### config.mk
export PLATFORM = sky130hd
export DESIGN_NAME = id_issue_stage
export DESIGN_NICKNAME = d
export VERILOG_FILES = /design/src/rtl/id_pkg.sv /design/src/rtl/id_skid_buf.sv /design/src/rtl/id_issue_stage.sv
export SDC_FILE = /design/constraint.sdc
export NUM_CORES = 1
export LEC_CHECK = 0
export CAP_MARGIN = 30
export CELL_PAD_IN_SITES_DETAIL_PLACEMENT = 0
export CELL_PAD_IN_SITES_GLOBAL_PLACEMENT = 1
export CORE_MARGIN = 5
export CORE_UTILIZATION = 42
export CTS_BUF_LIST = sky130_fd_sc_hd__clkbuf_4
export CTS_CLUSTER_DIAMETER = 80
export DETAILED_ROUTE_END_ITERATION = 10
export GPL_ROUTABILITY_DRIVEN = 0
export PLACE_DENSITY = 0.95
export SETUP_SLACK_MARGIN = 0.4
export SYNTH_ARGS = -nofsm -noshare
export SYNTH_HDL_FRONTEND = slang
export SYNTH_SLANG_ARGS = --single-unit
### constraint.sdc
create_clock -name clk -period 6.17 [get_ports clk]
set_input_delay 0.9255 -clock clk [delete_from_list [all_inputs] [get_ports clk]]
set_output_delay 0.9255 -clock clk [all_outputs]
set_load 0.005 [all_outputs]
### src/rtl/id_pkg.sv
// Shared decode constants and the issue bundle layout for the ID/issue stage.
package id_pkg;

    localparam int unsigned ID_XLEN    = 32;
    localparam int unsigned ID_NREGS   = 32;
    localparam int unsigned ID_RW      = $clog2(ID_NREGS);
    localparam int unsigned ID_CTRL_W  = 16;
    localparam int unsigned ID_INSTR_W = 32;
    localparam int unsigned ID_OPC_W   = 6;

    // Bit positions inside the pre-decoded control word
    localparam int unsigned CTRL_MEMREAD  = 0;
    localparam int unsigned CTRL_REGWRITE = 1;
    localparam int unsigned CTRL_REGDST   = 2;

    // Instruction field slices
    localparam int unsigned OPC_HI = 31;
    localparam int unsigned OPC_LO = 26;
    localparam int unsigned RS_HI  = 25;
    localparam int unsigned RS_LO  = 21;
    localparam int unsigned RT_HI  = 20;
    localparam int unsigned RT_LO  = 16;
    localparam int unsigned RD_HI  = 15;
    localparam int unsigned RD_LO  = 11;
    localparam int unsigned IMM_HI = 15;
    localparam int unsigned IMM_LO = 0;

    typedef struct packed {
        logic [ID_CTRL_W-1:0] ctrl;
        logic [ID_OPC_W-1:0]  opcode;
        logic [ID_RW-1:0]     reg_s;
        logic [ID_RW-1:0]     reg_t;
        logic [ID_RW-1:0]     reg_d;
        logic [ID_XLEN-1:0]   data_s;
        logic [ID_XLEN-1:0]   data_t;
        logic [ID_XLEN-1:0]   imm;
        logic [ID_XLEN-1:0]   pc_next;
        logic [ID_XLEN-1:0]   pc_jump;
    } id_bundle_t;

    function automatic logic [ID_XLEN-1:0] sext16(input logic [15:0] v);
        return {{(ID_XLEN - 16){v[15]}}, v};
    endfunction

endpackage

### src/rtl/id_skid_buf.sv
// Two-entry valid/ready buffer; entry 0 drives the output, in_ready depends only on state.
module id_skid_buf #(
    parameter int unsigned W = 8
) (
    input  logic         clk,
    input  logic         reset,
    input  logic         flush,
    input  logic         in_valid,
    output logic         in_ready,
    input  logic [W-1:0] in_data,
    output logic         out_valid,
    input  logic         out_ready,
    output logic [W-1:0] out_data
);

    logic [W-1:0] e0_q;
    logic [W-1:0] e1_q;
    logic         v0_q;
    logic         v1_q;
    logic         push;
    logic         pop;

    assign in_ready  = !v1_q;
    assign push      = in_valid && !v1_q && !flush;
    assign pop       = v0_q && out_ready;
    assign out_valid = v0_q;
    assign out_data  = e0_q;

    // Flush has priority over any simultaneous push or pop
    always_ff @(posedge clk or negedge reset) begin
        if (!reset) begin
            e0_q <= '0;
            e1_q <= '0;
            v0_q <= 1'b0;
            v1_q <= 1'b0;
        end else if (flush) begin
            v0_q <= 1'b0;
            v1_q <= 1'b0;
        end else if (v1_q) begin
            if (pop) begin
                e0_q <= e1_q;
                v1_q <= 1'b0;
            end
        end else if (v0_q) begin
            if (push && pop) begin
                e0_q <= in_data;
            end else if (push) begin
                e1_q <= in_data;
                v1_q <= 1'b1;
            end else if (pop) begin
                v0_q <= 1'b0;
            end
        end else if (push) begin
            e0_q <= in_data;
            v0_q <= 1'b1;
        end
    end

endmodule

### src/rtl/id_issue_stage.sv
// Decode/issue stage: operand forwarding, load-use interlock, skid-buffered issue to EX.
// Optional perf counters enabled by defining ID_ISSUE_PERF_EN.
module id_issue_stage
    import id_pkg::*;
#(
    parameter int unsigned XLEN    = ID_XLEN,
    parameter int unsigned NREGS   = ID_NREGS,
    parameter int unsigned NFWD    = 3,
    parameter int unsigned CTRL_W  = ID_CTRL_W,
    localparam int unsigned RW     = $clog2(NREGS),
    localparam int unsigned SW     = $clog2(NFWD + 1)
) (
    input  logic                   clk,
    input  logic                   reset,
    input  logic                   flush,
    input  logic                   in_valid,
    output logic                   in_ready,
    input  logic [ID_INSTR_W-1:0]  instruction,
    input  logic [XLEN-1:0]        pc_next,
    input  logic [CTRL_W-1:0]      ctrl_in,
    output logic [RW-1:0]          rf_raddr_s,
    output logic [RW-1:0]          rf_raddr_t,
    input  logic [XLEN-1:0]        rf_rdata_s,
    input  logic [XLEN-1:0]        rf_rdata_t,
    input  logic [NFWD*XLEN-1:0]   fwd_data,
    input  logic [SW-1:0]          fwd_sel_s,
    input  logic [SW-1:0]          fwd_sel_t,
    output logic                   out_valid,
    input  logic                   out_ready,
    output logic [CTRL_W-1:0]      out_ctrl,
    output logic [ID_OPC_W-1:0]    out_opcode,
    output logic [RW-1:0]          out_reg_s,
    output logic [RW-1:0]          out_reg_t,
    output logic [RW-1:0]          out_reg_d,
    output logic [XLEN-1:0]        out_data_s,
    output logic [XLEN-1:0]        out_data_t,
    output logic [XLEN-1:0]        out_imm,
    output logic [XLEN-1:0]        out_pc_next,
    output logic [XLEN-1:0]        out_pc_jump
`ifdef ID_ISSUE_PERF_EN
    ,
    output logic [31:0]            stall_cnt,
    output logic [31:0]            bubble_cnt
`endif
);

    logic [RW-1:0]   rs;
    logic [RW-1:0]   rt;
    logic [RW-1:0]   rd;
    logic [XLEN-1:0] data_s_c;
    logic [XLEN-1:0] data_t_c;
    logic            init_q;
    logic            trk_memread_q;
    logic [RW-1:0]   trk_dst_q;
    logic            hazard;
    logic            accept;
    logic            skid_ready;
    id_bundle_t      in_b;
    id_bundle_t      out_b;

    assign rs         = RW'(instruction[RS_HI:RS_LO]);
    assign rt         = RW'(instruction[RT_HI:RT_LO]);
    assign rd         = RW'(instruction[RD_HI:RD_LO]);
    assign rf_raddr_s = rs;
    assign rf_raddr_t = rt;

    // Select 0 and any out-of-range select fall back to register file data
    always_comb begin
        data_s_c = rf_rdata_s;
        data_t_c = rf_rdata_t;
        for (int unsigned k = 0; k < NFWD; k++) begin
            if (fwd_sel_s == SW'(k + 1)) data_s_c = fwd_data[k*XLEN +: XLEN];
            if (fwd_sel_t == SW'(k + 1)) data_t_c = fwd_data[k*XLEN +: XLEN];
        end
    end

    assign hazard   = trk_memread_q && (trk_dst_q != '0) && in_valid
                      && ((rs == trk_dst_q) || (rt == trk_dst_q));
    assign in_ready = init_q && skid_ready && !hazard && !flush;
    assign accept   = in_valid && in_ready;

    // Tracker only ever describes the instruction accepted on the previous cycle
    always_ff @(posedge clk or negedge reset) begin
        if (!reset) begin
            init_q        <= 1'b0;
            trk_memread_q <= 1'b0;
            trk_dst_q     <= '0;
        end else begin
            init_q <= 1'b1;
            if (accept) begin
                trk_memread_q <= ctrl_in[CTRL_MEMREAD];
                trk_dst_q     <= ctrl_in[CTRL_REGDST] ? rd : rt;
            end else begin
                trk_memread_q <= 1'b0;
                trk_dst_q     <= '0;
            end
        end
    end

    always_comb begin
        in_b         = '0;
        in_b.ctrl    = ID_CTRL_W'(ctrl_in);
        in_b.opcode  = instruction[OPC_HI:OPC_LO];
        in_b.reg_s   = ID_RW'(rs);
        in_b.reg_t   = ID_RW'(rt);
        in_b.reg_d   = ID_RW'(rd);
        in_b.data_s  = ID_XLEN'(data_s_c);
        in_b.data_t  = ID_XLEN'(data_t_c);
        in_b.imm     = sext16(instruction[IMM_HI:IMM_LO]);
        in_b.pc_next = ID_XLEN'(pc_next);
        in_b.pc_jump = ID_XLEN'({pc_next[XLEN-1:28], instruction[25:0], 2'b00});
    end

    id_skid_buf #(
        .W($bits(id_bundle_t))
    ) u_skid (
        .clk       (clk),
        .reset     (reset),
        .flush     (flush),
        .in_valid  (accept),
        .in_ready  (skid_ready),
        .in_data   (in_b),
        .out_valid (out_valid),
        .out_ready (out_ready),
        .out_data  (out_b)
    );

    assign out_ctrl    = CTRL_W'(out_b.ctrl);
    assign out_opcode  = out_b.opcode;
    assign out_reg_s   = RW'(out_b.reg_s);
    assign out_reg_t   = RW'(out_b.reg_t);
    assign out_reg_d   = RW'(out_b.reg_d);
    assign out_data_s  = XLEN'(out_b.data_s);
    assign out_data_t  = XLEN'(out_b.data_t);
    assign out_imm     = XLEN'(out_b.imm);
    assign out_pc_next = XLEN'(out_b.pc_next);
    assign out_pc_jump = XLEN'(out_b.pc_jump);

`ifdef ID_ISSUE_PERF_EN
    // Saturating counters; only reset clears them
    always_ff @(posedge clk or negedge reset) begin
        if (!reset) begin
            stall_cnt  <= '0;
            bubble_cnt <= '0;
        end else begin
            if (in_valid && !in_ready && (stall_cnt != '1)) stall_cnt <= stall_cnt + 32'd1;
            if (out_ready && !out_valid && (bubble_cnt != '1)) bubble_cnt <= bubble_cnt + 32'd1;
        end
    end
`endif

endmodule

==> results.md <==
* Status: finished clean
* DRT Pass-1 Iters at 9
* Final setup vio count at 0
* Final instance area at 0.02152 sq mm
* Die height at 205.8 um
* DRT iter0 DRCs at 893
* Layout Skew at 0.05477 ns
* Predominant post-synthesis flop cell: dfrtp_1
* Htree depth at 3
* Worst IR Drop VDD at 0.2329 mV
* Detail Placement HPWL at 34,760 um
* P_leak at 10.29 nW
* TNS Setup at 0 ns
* DR vias at 12.46k
* Area Growth Syn to Fin at 33.67%
* Synthesized area at 0.01610 sq mm
* Final period util at 65.40%
* Sw frac at 28.77%
* #FFs+latches synth at 297
* Post-synth EDFFs at 0
* Synth warn at 0
* Rel. slew slack at 38.67%
* Filler cells at 3,131
* Pwr per Cell Area at 271.3 mW/mm^2
* Post-DRT Antenna Nets at 0
* Clock transition at path regs at 0.07 ns
* DRC at 0
* Global route total overflow at 0
* Share of power burned in registers at 42.5%
* Final Hold Fails at 0
* Via-per-instance ratio at 5.424
* Core area at 0.03776 sq mm
* Crit path launch type: input port
* GRT Util Overall at 23.38%
* Crit path kind: in2out
* Port bufs at 455
* First-pass GRT wire length at 77,460 um
* Final max-slew violation count at 0
* WP data arrival at 3.11 ns
* Die Span X at 205.8 um
* RSZ-0062 raised after global routing: false
* Initial antenna violation count at 3
* Syn Area/Cell at 12.12 sq um
* Yosys cell types at 36
* Row count at 71
* Area leader, netlist: dfrtp_1
* HP Class: in2async
* Count leader, synth: dfrtp_1
* Hold Buf Count CTS at 0
* Die area at 0.04234 sq mm
* Overall Power at 5.838 mW
* Starting Density at 42.63%
* Internal Pwr Total at 4.158 mW
* Setup bufs post-CTS at 0
* Post-synth top cells: dfrtp_1 (297), mux2_2 (220), mux2i_1 (192)
* CP Max Fanout at 7
* Async SR Flop Fraction at 100.0%
* Met1 Use GR at 27.86%
* Synth top area cells: dfrtp_1 (46%), mux2_2 (15%), mux2i_1 (12%)
* Max-cap viol count at 0
* Largest net degree at the start of global routing at 110
* TritonCTS Buffers at 81
* Final min period at 4.035 ns
* Worst EP required at 5.24 ns
* Total Wirelength at 50,960 um
* Met3 Usage GRT at 8.684%
* Combinational fraction of design power at 27.4%
* Mean routed wirelength per cell at 22.17 um
* Element type at the critical path end: output pin
* # IOs at 458
* CTS tree: yes
* Worst R2R Path Depth at 6
* Switching pwr at 1.680 mW
* Layout cells sized above 1 at 22.06%
* FMAX at 247.8 MHz
* Final nets at 1,979
* CTS Sinks at 297
* Post-synth top area share at 46.17%
* Post-DP Area at 0.02051 sq mm
* Routing usage on met2 at 38.56%
* Worst Tran Pin Value at 0.9199 ns
* Grt peak-use layer: met2
* Sequential-to-total area share from yosys stat at 46.17%
* Vias in the first global route at 13.78k
* Root Driver: clkbuf_4
* Clock power frac at 30.1%
* Clk buf depth at 3
* Cts repair resizes at 0
* Syn Inst Count at 1,328
* Clock latency on the worst-skew pair at 0.75 ns
==> per-stage QoR <==
step	instances	util (%)	hold slack, ns	worst slack [ns]
detailed placement	2158	54.32	0.4737	2.145
floorplan	1329	-	0.4585	3.595
finish	2298	56.99	0.1419	2.135
CTS	2297	56.98	0.1191	2.126
global placement	2157	54.31	0.4662	1.988
global route	2298	56.99	0.1616	1.987
==> cell families (layout without fill, tap and decap cells) <==
group | count (synthesis) | after routing | synth area share [%]
compound gates | 204 | 204 | 9.506
simple gates | 30 | 30 | 0.8939
other cells | 2 | 4 | 0.04666
mux | 497 | 497 | 33.42
flops | 297 | 297 | 46.17
buf+inv | 288 | 745 | 9.421
xor+xnor | 10 | 10 | 0.5441
==> state kept, by name, summed over array words and instances, names as in the netlist <==
register          flops
trk_memread_q         1
trk_dst_q             5
u_skid.out_data     144
u_skid.out_valid      1
init_q                1
u_skid.e1_q         144
u_skid.v1_q           1
==> critical path: stages <==
cell and delay, ns:
clkdlybuf4s50_1 0.60, xor2_1 0.18, nor3_1 0.09, a22oi_2 0.43
nor2_1 0.11, a21oi_1 0.19, clkdlybuf4s50_1 0.58
==> power groups by stage <==
stage / Combinational [mW] / Sequential, mW / Clock [mW]
after global routing: 1.73 / 2.52 / 1.93
after global placement: 1.57 / 2.49 / 0
final: 1.60 / 2.48 / 1.76
after CTS: 1.62 / 2.48 / 1.83
after detailed placement: 1.61 / 2.51 / 0
after floorplan: 0.679 / 2.48 / 0
==> cell usage in the layout, fill, tap and decap left out, types with 10 or more instances in the layout <==
cell / netlist / layout
clkbuf_4: 0 / 123
a22oi_1: 62 / 62
buf_4: 65 / 20
o21ai_0: 66 / 66
dfrtp_1: 297 / 296
a222oi_1: 62 / 62
xor2_1: 10 / 10
nor2_1: 14 / 12
mux2_2: 220 / 220
inv_1: 129 / 128
mux2i_1: 192 / 192
clkdlybuf4s50_1: 0 / 450
mux2_1: 83 / 83
==> cell type report <==
cell class                      instances  area [sq um]  area share (%)
Sequential cell                       297          7436           34.56
Antenna cell                            1         2.502         0.01163
Clock inverter                         16         82.58          0.3838
Multi-Input combinational cell        744          7206           33.49
Clock buffer                          123         923.4           4.291
Tap cell                              511         639.4           2.971
Inverter                              129         484.2           2.250
Timing Repair Buffer                  477          4743           22.04
==> final timing paths <==
path / startpoint / end / slack [ns]
max: instruction[17] / in_ready / 2.13
min: reset / u_skid.out_data[116] / 0.14
max reg2reg: trk_dst_q[0] / u_skid.out_data[51] / 3.09
min reg2reg: u_skid.out_data[43] / u_skid.out_data[43] / 0.49
max in group asynchronous: reset / u_skid.e1_q[52] / 4.70
min in group clk: u_skid.out_data[43] / u_skid.out_data[43] / 0.49
==> metal layers <==
metal	wire [um]	up-vias
met5	27	-
met4	1561	4
met3	5591	106
met2	24160	612
met1	19620	6132
li1	-	5610
No activity file was read; power rests on OpenSTA's default activity.
